<file path="src/rtl/filter_scan_ctrl_pkg.sv">
// Shared constants and helpers for the deglitch filter scheduler.
package filter_scan_ctrl_pkg;

  // 50 MHz clock, 0.6 us tick
  localparam int PRESCALE_DEF    = 30;
  localparam int TICK_PERIOD_NS  = 600;
  // 200 ticks = 120 us qualification window
  localparam int FILTER_TIME_DEF = 200;
  // timer / deadline width
  localparam int TW_DEF          = 8;

  // Width of the round-robin scan pointer; at least one bit even for one channel.
  function automatic int ptr_width(input int ch_num);
    return (ch_num > 1) ? $clog2(ch_num) : 1;
  endfunction

endpackage

</file>
<file path="src/rtl/filter_edge_sync.sv">
// Per-channel front end: 2-flop synchroniser plus a previous-level flop.
// o_level is the synchronised input, o_edge flags a change since last clk.
module filter_edge_sync
  import filter_scan_ctrl_pkg::*;
(
  input  logic clk,
  input  logic rst,
  input  logic i_din,
  output logic o_level,
  output logic o_edge
);

  logic r_sync1;
  logic r_sync2;
  logic r_prev;

  // Synchronise the raw input and remember the previous synchronised level.
  always_ff @(posedge clk or posedge rst) begin
    if (rst) begin
      r_sync1 <= 1'b0;
      r_sync2 <= 1'b0;
      r_prev  <= 1'b0;
    end else begin
      r_sync1 <= i_din;
      r_sync2 <= r_sync1;
      r_prev  <= r_sync2;
    end
  end

  assign o_level = r_sync2;
  assign o_edge  = r_sync2 ^ r_prev;

endmodule

</file>
<file path="src/rtl/filter_scan_ctrl.sv">
// Deglitch filter scheduler: shared tick/timebase, per-channel deadlines and
// a single time-shared compare driven by a round-robin scan pointer.
module filter_scan_ctrl
  import filter_scan_ctrl_pkg::*;
#(
  parameter int CH_NUM      = 4,
  parameter int PRESCALE    = PRESCALE_DEF,
  parameter int FILTER_TIME = FILTER_TIME_DEF,
  parameter int TW          = TW_DEF,
  localparam int PW         = ptr_width(CH_NUM)
) (
  input  logic              clk,
  input  logic              rst,
  input  logic              en,
  input  logic [CH_NUM-1:0] sin,
  output logic [CH_NUM-1:0] sout,
  output logic [TW-1:0]     timer,
  output logic              tick,
  output logic              busy,
  output logic              upd_valid,
  output logic [PW-1:0]     upd_ch
);

  localparam int PSW = $clog2(PRESCALE);

  logic [PSW-1:0]    r_presc;
  logic [TW-1:0]     r_timer;
  logic              r_tick;
  logic [PW-1:0]     r_ptr;
  logic [CH_NUM-1:0] r_pending;
  logic [CH_NUM-1:0] r_target;
  logic [CH_NUM-1:0] r_sout;
  logic [TW-1:0]     r_deadline [CH_NUM];
  logic              r_busy;
  logic              r_upd_valid;
  logic [PW-1:0]     r_upd_ch;

  logic [CH_NUM-1:0] w_level;
  logic [CH_NUM-1:0] w_edge;
  logic              w_tc;
  logic              w_hit;
  logic              w_fire;

  for (genvar g = 0; g < CH_NUM; g++) begin : g_sync
    filter_edge_sync u_sync (
      .clk     (clk),
      .rst     (rst),
      .i_din   (sin[g]),
      .o_level (w_level[g]),
      .o_edge  (w_edge[g])
    );
  end

  assign w_tc = (r_presc == PSW'(PRESCALE - 1));

  // Prescaler and timebase; free-running, independent of en.
  always_ff @(posedge clk or posedge rst) begin
    if (rst) begin
      r_presc <= '0;
      r_timer <= '0;
      r_tick  <= 1'b0;
    end else if (w_tc) begin
      r_presc <= '0;
      r_timer <= r_timer + TW'(1);
      r_tick  <= 1'b1;
    end else begin
      r_presc <= r_presc + PSW'(1);
      r_tick  <= 1'b0;
    end
  end

  // Scan pointer visits one channel per clk, wrapping at CH_NUM-1.
  always_ff @(posedge clk or posedge rst) begin
    if (rst) begin
      r_ptr <= '0;
    end else if (r_ptr == PW'(CH_NUM - 1)) begin
      r_ptr <= '0;
    end else begin
      r_ptr <= r_ptr + PW'(1);
    end
  end

  // Shared compare: scanned channel has reached its deadline; an edge on the
  // same channel in the same clk suppresses the output update.
  always_comb begin
    w_hit  = r_pending[r_ptr] && (r_timer == r_deadline[r_ptr]);
    w_fire = en && w_hit && !w_edge[r_ptr] && (r_target[r_ptr] != r_sout[r_ptr]);
  end

  // Per-channel deadline/pending/target bookkeeping; edges take priority
  // over a concurrent deadline match so glitches restart the window.
  always_ff @(posedge clk or posedge rst) begin
    if (rst) begin
      r_pending <= '0;
      r_target  <= '0;
      r_sout    <= '0;
      for (int i = 0; i < CH_NUM; i++) begin
        r_deadline[i] <= '0;
      end
    end else begin
      for (int i = 0; i < CH_NUM; i++) begin
        if (!en) begin
          r_pending[i] <= 1'b0;
        end else if (w_edge[i]) begin
          r_deadline[i] <= r_timer + TW'(FILTER_TIME);
          r_target[i]   <= w_level[i];
          r_pending[i]  <= 1'b1;
        end else if (w_hit && (r_ptr == PW'(i))) begin
          r_pending[i] <= 1'b0;
          r_sout[i]    <= r_target[i];
        end
      end
    end
  end

  // Registered status and change strobe.
  always_ff @(posedge clk or posedge rst) begin
    if (rst) begin
      r_busy      <= 1'b0;
      r_upd_valid <= 1'b0;
      r_upd_ch    <= '0;
    end else begin
      r_busy      <= |r_pending;
      r_upd_valid <= w_fire;
      r_upd_ch    <= r_ptr;
    end
  end

  assign sout      = r_sout;
  assign timer     = r_timer;
  assign tick      = r_tick;
  assign busy      = r_busy;
  assign upd_valid = r_upd_valid;
  assign upd_ch    = r_upd_ch;

endmodule

</file>
<file path="config.mk">
export PLATFORM = sky130hd
export DESIGN_NAME = filter_scan_ctrl
export DESIGN_NICKNAME = d
export VERILOG_FILES = /design/src/rtl/filter_scan_ctrl_pkg.sv /design/src/rtl/filter_edge_sync.sv /design/src/rtl/filter_scan_ctrl.sv
export SDC_FILE = /design/constraint.sdc
export NUM_CORES = 1
export LEC_CHECK = 0
export ABC_CLOCK_PERIOD_IN_PS = 6450
export CAP_MARGIN = 10
export CORE_MARGIN = 2
export CORE_UTILIZATION = 30
export DETAILED_ROUTE_END_ITERATION = 6
export GPL_TIMING_DRIVEN = 1
export SETUP_SLACK_MARGIN = 0.1
export SLEW_MARGIN = 20
export SYNTH_ARGS = -nofsm -noshare
export SYNTH_HDL_FRONTEND = slang
export SYNTH_SLANG_ARGS = --single-unit
</file>
<file path="constraint.sdc">
create_clock -name clk -period 6.45 [get_ports clk]
set_input_delay 1.29 -clock clk [delete_from_list [all_inputs] [get_ports clk]]
set_output_delay 1.29 -clock clk [all_outputs]
set_load 0.02 [all_outputs]
</file>
==> flow_metrics.py <==
metrics = {
    "run_status": {
        "status": "completed",
    },
    "sta": {
        "setup_tns_ns": 0,
        "slew-limit-headroom_pct": 37.2,
        "holdWs_ns": 0.349,
        "rsz0062_at_grt": "false",
        "min_period_ns": 2.98,
        "period_share_pct": 46.2,
        "tightest_slew_ns": 0.941,
        "final-setup-viol-count": 0,
        "max_clock_freq_mhz": 335,
        "maxSlewViolCount": 0,
        "fin_worst_skew_ns": 0.00767,
        "hold_viol": 0,
    },
    "clock_tree": {
        "cts_root_buf": "clkbuf_16",
        "cts_tree": "yes",
        "hold_buffers": 0,
        "postCtsResizedCells": 0,
        "ctsHtreeMaxLevel": 3,
        "clk_path_buf_depth": 2,
        "post_cts_buffers": 0,
        "worst_skew_pair.late_latency_ns": 0.34,
        "cts_buffers": 9,
        "path_clk_slew_ns": 0.06,
        "cts_num_sinks": 76,
    },
    "placed_design": {
        "placed_cell_area_um2": 3800,
        "dp_hpwl_um": 4450,
        "io_buffers": 23,
        "globalplace.congestion": 0.780,
    },
    "setup_path": {
        "critPathTopFamily": "buffers and inverters",
        "crit_fanout": 13,
        "cp_cell_sequence": "clkdlybuf4s50_1",
        "worst_setup_path_start_kind": "flop",
        "path_buf_inv": 1,
        "arrival_ns": 1.69,
        "crit_type": "flop to primary output",
        "critPathMaxStageDelay_ns": 0.70,
        "cp_data_required_time_ns": 5.16,
        "cp-end-kind": "primary output",
        "crit_slowest_cell": "clkdlybuf4s50_1",
    },
    "run": {
        "cap_violations": 0,
    },
    "detailed_routing": {
        "detail_route.drc_violations": 0,
        "finalWirelength_um": 6670,
        "dr.first_iter.drc_count": 104,
        "via_count": 2161,
        "post_drt_wl_per_cell_um": 14.4,
        "firstDrtPassIters": 4,
        "viasPerCell": 4.66,
        "antenna_left": 0,
    },
    "grt": {
        "grt_overflow": 0,
        "grt_max_degree": 77,
        "grt_pass1_vias": 2192,
        "grt_usage_pct": 11.8,
        "grt_first_pass_wirelength_um": 11400,
        "antenna_found_initial": 0,
    },
    "floorplanning": {
        "start_util_pct": 30.5,
        "die_h_um": 111,
        "dieArea_um2": 12400,
        "fp-row-count": 39,
        "core-area_um2": 11300,
        "io_pins": 24,
        "die_w_um": 111,
    },
    "synth": {
        "synth_area_per_cell_um2": 11.7,
        "syn-cell-area_um2": 3450,
        "yosysWarningCount": 0,
        "synth_largest_area_cell": "dfrtp_1",
        "synth_seq_area_share_pct": 55.1,
        "ys_seq_elements": 76,
        "syn-num-nets": 311,
        "yosysTopAreaCellShare_pct": 55.1,
        "synth.area.top_cells": "dfrtp_1 (55%), mux2_2 (6.2%), xor2_1 (4.1%)",
        "synth.lib_cells_used.distinct": 35,
        "netlist_instances": 296,
    },
    "power": {
        "p_leak_nw": 1.87,
        "ir_drop_v": 0.0000973,
        "seq_power_share_pct": 44.5,
        "p_clk_share_pct": 48.8,
        "p_switching_uw": 257,
        "p_comb_share_pct": 6.7,
        "p_per_area_nw_per_um2": 282,
        "swShare_pct": 22.0,
        "internal_power_uw": 911,
    },
    "final_layout": {
        "final_cell_mix": "dfrtp_1 (76), nand2_1 (35), clkdlybuf4s50_1 (23)",
        "syn2layout_area_growth_pct": 20.0,
        "diodes": 0,
        "fin_util_pct": 36.6,
        "stdcell_area_um2": 4150,
        "drive_gt1_share_pct": 15.3,
        "mostFrequentLayoutCell": "dfrtp_1",
        "num-nets-final": 331,
    },
    "worst_hold_path": {
        "hold_path.class": "flop to flop",
    },
}
==> per-layer routing <==
| metal | GRT usage (%) | share of wire (%) | vias up |
|---|---|---|---|
| met2 | 17.8 | 47 | 26 |
| met4 | 5.76 | 1.5 | 0 |
| li1 | - | - | 1059 |
| met1 | 15.9 | 48 | 1068 |
| met3 | 2.79 | 3.1 | 8 |
| met5 | 0 | 0 | - |
==> sequential cells by signal (all words and copies together) (netlist names) <==
name                   cells
busy                       1
sout                       4
r_ptr                      2
r_target                   4
g_sync.u_sync.o_level      4
upd_valid                  1
r_deadline                32
tick                       1
timer                      8
r_pending                  4
g_sync.u_sync.r_prev       4
upd_ch                     2
r_presc                    5
g_sync.u_sync.r_sync1      4
==> power by group through the flow <==
stage | logic [mW] | registers (mW) | clock network, mW
after floorplan | 0.0567 | 0.526 | 0
after global placement | 0.0782 | 0.528 | 0
after detailed placement | 0.0802 | 0.528 | 0
after CTS | 0.0803 | 0.520 | 0.580
after global routing | 0.0897 | 0.524 | 0.606
final | 0.0783 | 0.520 | 0.570
==> cell usage after synthesis <==
library cell / number
nand2b_1: 6
a31oi_1: 1
buf_6: 1
or4_1: 1
nor2_1: 12
mux4_2: 2
buf_4: 1
mux2_1: 4
xnor2_1: 13
nor3_4: 1
clkbuf_1: 12
nand4_1: 7
dfrtp_1: 76
o211ai_1: 3
nor3b_1: 2
a21oi_1: 9
nor3_1: 2
xor2_1: 16
o221ai_2: 2
and4_1: 2
nand3b_2: 2
and4_2: 4
ha_1: 8
mux2_2: 19
buf_2: 2
mux2i_1: 8
nor2b_1: 4
a211oi_1: 1
inv_1: 8
mux4_1: 1
nand3_1: 7
a311oi_1: 1
o21ai_0: 21
and3_1: 2
nand2_1: 35
==> stage by stage <==
step                power [mW]  setup slack, ns  std cells
CTS                       1.18             3.43        464
detailed placement       0.608             3.24        448
global placement         0.606             3.30        448
global route              1.22             3.40        464
floorplan                0.583             3.22        296
finish                    1.17             3.47        464
==> kinds of logic (layout without fill, tap and decap cells) <==
| family | Yosys count | in the layout | share of synthesized area (%) |
|---|---|---|---|
| flops | 76 | 76 | 55.1 |
| simple gates | 87 | 87 | 13.3 |
| fa+ha+maj | 8 | 8 | 2.90 |
| xor+xnor | 29 | 29 | 7.35 |
| mux | 34 | 34 | 11.9 |
| compound gates | 38 | 38 | 6.52 |
| buf+inv | 24 | 49 | 3.01 |
==> path summary, 6_finish.rpt <==
| kind | from | to | slack, ns | cells after the start |
|---|---|---|---|---|
| setup / recovery | timer[2] | timer[2] | 3.47 | 1 |
| max in group asynchronous | rst | g_sync[3].u_sync.r_prev | 4.29 | 3 |
| setup reg to reg | r_ptr[0] | sout[1] | 4.00 | 6 |
| hold / removal | g_sync[0].u_sync.r_sync1 | g_sync[0].u_sync.o_level | 0.35 | 0 |
| min in group asynchronous | rst | g_sync[1].u_sync.o_level | 1.55 | 3 |
| hold reg to reg | g_sync[0].u_sync.r_sync1 | g_sync[0].u_sync.o_level | 0.35 | 0 |
==> layout make-up <==
| class | instances | area, um^2 |
|---|---|---|
| flip-flops and latches | 76 | 1900 |
| multi-input cells | 196 | 1450 |
| repair buffers | 25 | 245 |
| well taps | 143 | 179 |
| clock buffers | 9 | 225 |
| clock inverters | 7 | 115 |
| inverters | 8 | 30.0 |
| fillers | 1114 | 7180 |
No activity file was read; power rests on OpenSTA's default activity.
